===== config.mk =====
export PLATFORM = sky130hd
export DESIGN_NAME = byte_word_assembler_flat
export DESIGN_NICKNAME = d
export VERILOG_FILES = /design/src/rtl/byte_word_asm_pkg.sv /design/src/rtl/byte_word_assembler_if.sv /design/src/rtl/byte_lane_index.sv /design/src/rtl/byte_word_assembler.sv /design/src/flat_wrapper.sv
export SDC_FILE = /design/constraint.sdc
export NUM_CORES = 1
export LEC_CHECK = 0
export CAP_MARGIN = 10
export CORE_ASPECT_RATIO = 0.5
export CORE_MARGIN = 1.5
export CORE_UTILIZATION = 48
export DETAILED_ROUTE_END_ITERATION = 7
export HOLD_SLACK_MARGIN = 0.08
export PLACE_DENSITY = 0.92
export SYNTH_ARGS = -nofsm -noshare
export SYNTH_HDL_FRONTEND = slang
export SYNTH_SLANG_ARGS = --single-unit

===== constraint.sdc =====
create_clock -name i_clk -period 2.45 [get_ports i_clk]
set_input_delay 0.3675 -clock i_clk [delete_from_list [all_inputs] [get_ports i_clk]]
set_output_delay 0.3675 -clock i_clk [all_outputs]
set_load 0.005 [all_outputs]

===== src/rtl/byte_word_asm_pkg.sv =====
// byte_word_asm_pkg: shared state encoding and sizing for the byte-to-word assembler
package byte_word_asm_pkg;
  localparam int BYTE_W = 8;
  localparam int BYTES_PER_WORD = 4;
  localparam int IDX_W = 2;
  typedef enum logic [1:0] {IDLE = 2'd0, COLLECT = 2'd1, HOLD = 2'd2} state_t;
endpackage


===== src/rtl/byte_word_assembler_if.sv =====
// byte_word_assembler_if: byte-in / word-out handshake bundle for the assembler
interface byte_word_assembler_if
  import byte_word_asm_pkg::*;
#(parameter int N = 32);
  logic [BYTE_W-1:0] i_byte;
  logic i_byte_vld;
  logic o_byte_rdy;
  logic i_flush;
  logic [N-1:0] o_word;
  logic o_word_vld;
  logic i_word_rdy;
  logic [IDX_W-1:0] o_count;
  logic o_err;
  modport master (output i_byte, i_byte_vld, i_flush, i_word_rdy,
                  input o_byte_rdy, o_word, o_word_vld, o_count, o_err);
  modport slave (input i_byte, i_byte_vld, i_flush, i_word_rdy,
                 output o_byte_rdy, o_word, o_word_vld, o_count, o_err);
endinterface


===== src/rtl/byte_lane_index.sv =====
// byte_lane_index: 2-bit lane counter with sync clear, enable and wrap flag
module byte_lane_index
  import byte_word_asm_pkg::*;
(
  input  logic clk,
  input  logic rst,
  input  logic clr,
  input  logic en,
  output logic [IDX_W-1:0] cnt,
  output logic wrap
);
  always_ff @(posedge clk or posedge rst)
    if (rst) cnt <= '0;
    else if (clr) cnt <= '0;
    else if (en) cnt <= cnt + IDX_W'(1);
  assign wrap = en && (cnt == IDX_W'(BYTES_PER_WORD - 1));
endmodule


===== src/rtl/byte_word_assembler.sv =====
// byte_word_assembler: packs 4 in-order bytes into a little-endian word for decode
// Optional inter-byte timeout enabled by BYTE_WORD_ASSEMBLER_TIMEOUT_EN.
module byte_word_assembler
  import byte_word_asm_pkg::*;
#(
  parameter int N = 32,
  parameter int TIMEOUT = 15
) (
  input logic i_clk,
  input logic i_rst,
  byte_word_assembler_if.slave bus
);
  state_t state, state_nxt;
  logic acc, wrap, timeout;
  logic [IDX_W-1:0] cnt;
  logic [N-1:0] word;
  assign acc = bus.i_byte_vld && bus.o_byte_rdy && !bus.i_flush;
  byte_lane_index u_idx (
    .clk(i_clk), .rst(i_rst), .clr(bus.i_flush || timeout), .en(acc),
    .cnt(cnt), .wrap(wrap)
  );
`ifdef BYTE_WORD_ASSEMBLER_TIMEOUT_EN
  localparam int GAP_W = $clog2(TIMEOUT + 1);
  logic [GAP_W-1:0] gap;
  logic err;
  // fires on the idle cycle that would bring the gap count up to TIMEOUT
  assign timeout = (state == COLLECT) && !acc && !bus.i_flush && (gap == GAP_W'(TIMEOUT - 1));
  always_ff @(posedge i_clk or posedge i_rst)
    if (i_rst) begin
      gap <= '0;
      err <= 1'b0;
    end else begin
      gap <= (state != COLLECT || acc || bus.i_flush || timeout) ? '0 : gap + GAP_W'(1);
      err <= timeout;
    end
  assign bus.o_err = err;
`else
  logic unused_timeout;
  assign unused_timeout = TIMEOUT != 0;
  assign timeout = 1'b0;
  assign bus.o_err = 1'b0;
`endif
  always_ff @(posedge i_clk or posedge i_rst)
    if (i_rst) state <= IDLE;
    else state <= state_nxt;
  always_comb
    state_nxt = (bus.i_flush || timeout) ? IDLE :
                (state == IDLE && acc) ? COLLECT :
                (state == COLLECT && wrap) ? HOLD :
                (state == HOLD && bus.i_word_rdy) ? IDLE : state;
  always_comb begin
    bus.o_byte_rdy = state != HOLD;
    bus.o_word_vld = state == HOLD;
  end
  always_ff @(posedge i_clk or posedge i_rst)
    if (i_rst) word <= '0;
    else
      for (int k = 0; k < BYTES_PER_WORD; k++)
        if (acc && cnt == IDX_W'(k)) word[BYTE_W*k +: BYTE_W] <= bus.i_byte;
  assign bus.o_word = word;
  assign bus.o_count = cnt;
endmodule


===== src/flat_wrapper.sv =====
// flat-port wrapper written by rule: the top's interface ports become plain ports
module byte_word_assembler_flat import byte_word_asm_pkg::*;
#(
  parameter int N = 32,
  parameter int TIMEOUT = 15
)
  (i_clk, i_rst, bus_i_byte, bus_i_byte_vld, bus_i_flush, bus_i_word_rdy, bus_o_byte_rdy, bus_o_word, bus_o_word_vld, bus_o_count, bus_o_err);
  byte_word_assembler_if #(.N(N)) bus_i ();
  input logic i_clk;
  input logic i_rst;
  input wire logic [$bits(bus_i.i_byte)-1:0] bus_i_byte;
  input wire logic [$bits(bus_i.i_byte_vld)-1:0] bus_i_byte_vld;
  input wire logic [$bits(bus_i.i_flush)-1:0] bus_i_flush;
  input wire logic [$bits(bus_i.i_word_rdy)-1:0] bus_i_word_rdy;
  output wire logic [$bits(bus_i.o_byte_rdy)-1:0] bus_o_byte_rdy;
  output wire logic [$bits(bus_i.o_word)-1:0] bus_o_word;
  output wire logic [$bits(bus_i.o_word_vld)-1:0] bus_o_word_vld;
  output wire logic [$bits(bus_i.o_count)-1:0] bus_o_count;
  output wire logic [$bits(bus_i.o_err)-1:0] bus_o_err;
  assign bus_i.i_byte = bus_i_byte;
  assign bus_i.i_byte_vld = bus_i_byte_vld;
  assign bus_i.i_flush = bus_i_flush;
  assign bus_i.i_word_rdy = bus_i_word_rdy;
  assign bus_o_byte_rdy = bus_i.o_byte_rdy;
  assign bus_o_word = bus_i.o_word;
  assign bus_o_word_vld = bus_i.o_word_vld;
  assign bus_o_count = bus_i.o_count;
  assign bus_o_err = bus_i.o_err;
  byte_word_assembler #(.N(N), .TIMEOUT(TIMEOUT)) u_core (.i_clk(i_clk), .i_rst(i_rst), .bus(bus_i));
endmodule

==> impl_metrics.json, run 1 <==
{
  "ys_types": 16,
  "yosysWarnings": 0,
  "place.gp.congestion": 0.794,
  "reg2reg_slack_ns": 0.81,
  "post_cts.resized_instances": 0,
  "cp.arrival_ns": 1.86,
  "clock_sinks": 36,
  "max-slew-margin-rel_pct": 64.8,
  "synthCells": 100,
  "swShare_pct": 23.9,
  "setup_viol": 0,
  "clock_latency_ns": 0.29,
  "max_slew.worst_pin.slew_ns": 0.527,
  "switchingPower_uw": 427,
  "die_area_mm2": 0.00355,
  "initial_core_util_pct": 50.7,
  "drt-initial-drc-count": 103,
  "grtUsageTotal_pct": 23.0,
  "cts_buffers": 5,
  "core_mm2": 0.00301,
  "fin_util_pct": 71.1,
  "grt_max_degree": 37,
  "vias": 1057,
  "boundaryPins": 50,
  "vdd_drop_max_uv": 480,
  "gr-usage-met1_pct": 29.5,
  "wl_per_cell_um": 18.0,
  "placed_area_mm2": 0.00203,
  "nets": 170,
  "port_buffers": 48,
  "critPathCapture": "bus_o_word_vld",
  "ctsHoldBuffers": 0,
  "clock-root-buffer": "clkbuf_8",
  "hold_path.class": "input port to asynchronous set/reset pin",
  "ys_seq_elements": 36,
  "antenna_left": 0,
  "crit_type": "register to primary output",
  "clkTransAtPathRegs_ns": 0.07,
  "power_density_mw_per_mm2": 833,
  "die_w_um": 82.8,
  "antenna_found_initial": 0,
  "syn_to_final_growth_pct": 40.3,
  "final_hold_viol_count": 0,
  "reg2regPathDepth": 3,
  "leakagePower_uw": 0.000962,
  "critPathLaunch": "u_core.state[0]",
  "end_kind": "primary output",
  "drive_above_1_share_pct": 27.3,
  "finalSetupTns_ns": 0,
  "p_int_uw": 1360,
  "rr_endpoint": "u_core.bus.o_word[16]",
  "pwr-share-seq_pct": 44.7,
  "viasPerCell": 5.45,
  "dieHeight_um": 42.9,
  "synth_area_mm2": 0.00153,
  "grt_util_met3_pct": 7.96,
  "gr-usage-met2_pct": 36.4,
  "cp-start-kind": "register",
  "grt-ovfl-total": 0,
  "fin_area_mm2": 0.00214,
  "htree_levels": 2,
  "finClkSkew_ns": 0.00535,
  "cts_tree": "built",
  "clock.fmax_mhz": 450,
  "dr.pass1.iters": 4,
  "busiest_layer": "met2",
  "post_cts_buffers": 0,
  "synth_nets": 117,
  "n_antenna_cell": 0,
  "rows": 14,
  "syn_area_per_cell_um2": 15.3,
  "cap_violations": 0,
  "period_share_pct": 90.8,
  "layout_commonest_cell": "clkdlybuf4s50_1",
  "drc": 0,
  "combPwrFrac_pct": 26.6,
  "grt_pass1_vias": 1112,
  "wl_um": 3500,
  "rsz0062_at_grt": "false",
  "worst_ep_required_time_ns": 2.08,
  "mostFrequentLayoutCells": "clkdlybuf4s50_1, dfrtp_1, mux2_2",
  "status": "finished, final reports clean",
  "post-route-min-period_ns": 2.22,
  "grt_pass1_wl_um": 5750,
  "pwr-share-clk_pct": 28.7,
  "seq_area_frac_synth_pct": 59.0,
  "final_max_slew_viol_count": 0,
  "r2r_start": "u_core.state[0]",
  "cp_max_fo": 8,
  "dpl.hpwl_um": 2190,
  "cts_buffer_depth": 2
}
## per-stage QoR
step | setup WS (ns) | std cells | power (uW) | hold WS (ns)
after floorplan | 1.19 | 100 | 958 | 0.431
after global placement | 0.495 | 186 | 1260 | 0.487
after detailed placement | 0.461 | 186 | 1270 | 0.494
after CTS | 0.249 | 194 | 1800 | 0.509
after global routing | 0.161 | 194 | 1870 | 0.521
final | 0.226 | 194 | 1790 | 0.497
## area by class of cell
cell class	count	area [um2]
multi-input combinational	55	573
fill	192	871
clock buffer	6	72.6
sequential	36	901
timing repair buffer	49	488
tap	40	50.0
clock inverter	2	35.0
inverter	6	22.5
## power groups by stage
stage / registers [uW] / logic [uW] / clock network, uW
2_1_floorplan: 806 / 152 / 0
3_3_place_gp: 799 / 458 / 0
3_5_place_dp: 804 / 470 / 0
4_1_cts: 798 / 481 / 520
5_1_grt: 813 / 505 / 553
6_report: 798 / 474 / 513
## kinds of logic after synthesis
family	share of synthesized area (%)
adders and majority gates	3.28
AOI/OAI and AO/OA	3.20
muxes	24.3
other	0.246
and+or+nand+nor	6.48
DFF	59.0
buffers and inverters	3.44
## synthesized netlist by cell type
master / count / area share (%)
dfrtp_1: 36 / 59
mux2_2: 27 / 20
inv_1: 6 / 1.5
a21oi_1: 4 / 1.3
ha_1: 4 / 3.3
nand3_4: 4 / 4.6
o21ai_0: 4 / 1.3
mux2_4: 3 / 3.0
nand3_1: 3 / 0.98
buf_6: 2 / 1.5
mux2_1: 2 / 1.5
a211o_1: 1 / 0.57
and2b_1: 1 / 0.49
buf_4: 1 / 0.49
conb_1: 1 / 0.25
nand2b_1: 1 / 0.41
## critical path, cell delays in order (launching register included)
cell	delay, ns
dfrtp_1	0.43
nand2b_1	0.40
inv_1	0.22
clkdlybuf4s50_1	0.52
## how the worst min path moves through the flow
| stage | start | end | slack [ns] | cells after the start |
|---|---|---|---|---|
| 2_1_floorplan | bus_i_flush | u_core.state[0] | 0.43 | 1 |
| 3_3_place_gp | u_core.bus.o_word[17] | u_core.bus.o_word[17] | 0.49 | 1 |
| 3_5_place_dp | u_core.bus.o_word[17] | u_core.bus.o_word[17] | 0.49 | 1 |
| 4_1_cts | i_rst | u_core.bus.o_word[15] | 0.51 | 3 |
| 5_1_grt | u_core.bus.o_word[22] | u_core.bus.o_word[22] | 0.52 | 1 |
| 6_report | i_rst | u_core.bus.o_word[15] | 0.50 | 3 |
## per-layer routing
| metal | vias to the layer above | wire length, um | part of all wire (%) |
|---|---|---|---|
| met3 | 7 | 139 | 4.0 |
| met2 | 35 | 1810 | 52 |
| met4 | 0 | 45 | 1.3 |
| li1 | 454 | - | - |
| met1 | 561 | 1500 | 43 |
| met5 | - | 0 | 0 |
## sequential cells by signal (all words and copies together) (netlist names)
register,cells
u_core.u_idx.cnt,2
u_core.bus.o_word,32
u_core.state,2
(Power assumes the default switching activity.)
==> inputs of run 2 (changes only) <==
--- a/config.mk
+++ b/config.mk
@@ -8,10 +8,11 @@
 export CAP_MARGIN = 10
 export CORE_ASPECT_RATIO = 0.5
 export CORE_MARGIN = 1.5
-export CORE_UTILIZATION = 48
+export CORE_UTILIZATION = 31
 export DETAILED_ROUTE_END_ITERATION = 7
 export HOLD_SLACK_MARGIN = 0.08
-export PLACE_DENSITY = 0.92
+export PLACE_DENSITY = 0.67
+export SETUP_SLACK_MARGIN = 0.15
 export SYNTH_ARGS = -nofsm -noshare
 export SYNTH_HDL_FRONTEND = slang
 export SYNTH_SLANG_ARGS = --single-unit
==> impl_metrics.json, run 2 (synthesis gave the netlist of run 1 again) <==
{
  "finClkSkew_ns": 0.00617,
  "clock_sinks": 36,
  "cp-start-kind": "register",
  "grt-ovfl-total": 0,
  "clock_latency_ns": 0.29,
  "end_kind": "primary output",
  "final_max_slew_viol_count": 0,
  "place_ws_ns": 0.448,
  "boundaryPins": 50,
  "post_cts_buffers": 0,
  "drive_above_1_share_pct": 28.2,
  "finalSetupTns_ns": 0,
  "initial_core_util_pct": 33.5,
  "antenna_left": 0,
  "cap_violations": 0,
  "wl_met3_um": 76,
  "wl_um": 3130,
  "met2_wirelength_um": 1590,
  "dr.pass1.iters": 4,
  "critPathLaunch": "u_core.state[0]",
  "cts_buffers": 5,
  "clock.fmax_mhz": 538,
  "grt_pass1_wl_um": 4860,
  "dpl.hpwl_um": 2320,
  "core_mm2": 0.00455,
  "grt_pass1_vias": 965,
  "clkTransAtPathRegs_ns": 0.07,
  "post-route-min-period_ns": 1.86,
  "rsz0062_at_grt": "false",
  "syn_to_final_growth_pct": 42.5,
  "setup_viol": 0,
  "status": "finished, final reports clean",
  "worst_ep_required_time_ns": 2.08,
  "layout_commonest_cell": "clkdlybuf4s50_1",
  "reg2reg_slack_ns": 1.00,
  "layout_setup_ws_ns": 0.590,
  "post_cts.resized_instances": 0,
  "power_density_mw_per_mm2": 783,
  "nets": 172,
  "r2r_start": "u_core.state[0]",
  "drt-initial-drc-count": 11,
  "top_layer_used": "met4",
  "vdd_drop_max_uv": 295,
  "dieHeight_um": 52.6,
  "max_slew.worst_pin.slew_ns": 0.555,
  "grt_max_degree": 16,
  "cts_buffer_depth": 2,
  "cp.arrival_ns": 1.49,
  "grtUsageTotal_pct": 12.9,
  "wl_met1_um": 1380,
  "ctsHoldBuffers": 0,
  "die_w_um": 102,
  "vias": 973,
  "final_hold_viol_count": 0,
  "leakagePower_uw": 0.000960,
  "mostFrequentLayoutCells": "clkdlybuf4s50_1, dfrtp_1, mux2_2",
  "max-slew-margin-rel_pct": 63.0,
  "viasPerCell": 4.38,
  "die_area_mm2": 0.00538,
  "port_buffers": 48,
  "wl_per_cell_um": 14.1,
  "antenna_found_initial": 0,
  "rows": 17,
  "largest_register_ffs": 32,
  "hold_path.class": "input port to asynchronous set/reset pin",
  "place.gp.congestion": 0.802,
  "clock-root-buffer": "clkbuf_8",
  "crit_type": "register to primary output",
  "period_share_pct": 75.9,
  "cts_tree": "built",
  "cp_max_fo": 5,
  "htree_levels": 2,
  "drc": 0,
  "n_antenna_cell": 0
}
==> run 2: cell count changes in the layout (fill, tap and decap cells not counted), sizes merged <==
cell and delta:
buf +2, clkinv -1, clkbuf +1, bufinv -1, clkinvlp +1
==> run 2: worst paths after layout <==
| check | end | cells past startpoint |
|---|---|---|
| setup / recovery | bus_o_word_vld | 3 |
| hold / removal | u_core.bus.o_word[17] | 2 |
| setup reg to reg | u_core.bus.o_word[9] | 4 |
| hold reg to reg | u_core.bus.o_word[14] | 1 |
| max in group asynchronous | u_core.bus.o_word[28] | 3 |
| min in group i_clk | u_core.bus.o_word[14] | 1 |
==> run 2: stage by stage <==
stage | cell area [um2] | utilization (%) | hold WS [ns] | cells | power (uW)
floorplan | 1530 | - | 0.431 | 100 | 958
global placement | 2080 | 45.7 | 0.486 | 214 | 1270
detailed placement | 2080 | 45.7 | 0.491 | 214 | 1280
CTS | 2180 | 47.8 | 0.432 | 222 | 1730
global route | 2180 | 47.8 | 0.465 | 222 | 1790
finish | 2180 | 47.8 | 0.414 | 222 | 1700
==> run 2: per-layer routing <==
metal  track usage, %  vias up
met5                0        -
met4             8.90        0
met3             4.00        6
met2             20.6       16
met1             15.0      499
li1                 -      452
==> run 2: layout make-up <==
| type | instances | area (um2) |
|---|---|---|
| fill | 414 | 2380 |
| sequential | 36 | 901 |
| multi-input combinational | 55 | 573 |
| timing repair buffer | 51 | 503 |
| clock buffer | 7 | 86.3 |
| tap | 66 | 82.6 |
| inverter | 6 | 22.5 |
| clock inverter | 1 | 7.51 |
==> run 2: power by group <==
part / internal [uW] / total, uW / switching, uW
Sequential: 723 / 790 / 67.3
Clock: 228 / 444 / 216
Combinational: 334 / 469 / 135
Total: 1280 / 1700 / 418
==> run 2: worst max-delay path, cell delays in order (launching register included) <==
cell             delay, ns
dfrtp_1               0.42
nand2b_1              0.19
inv_1                 0.10
clkdlybuf4s50_1       0.50
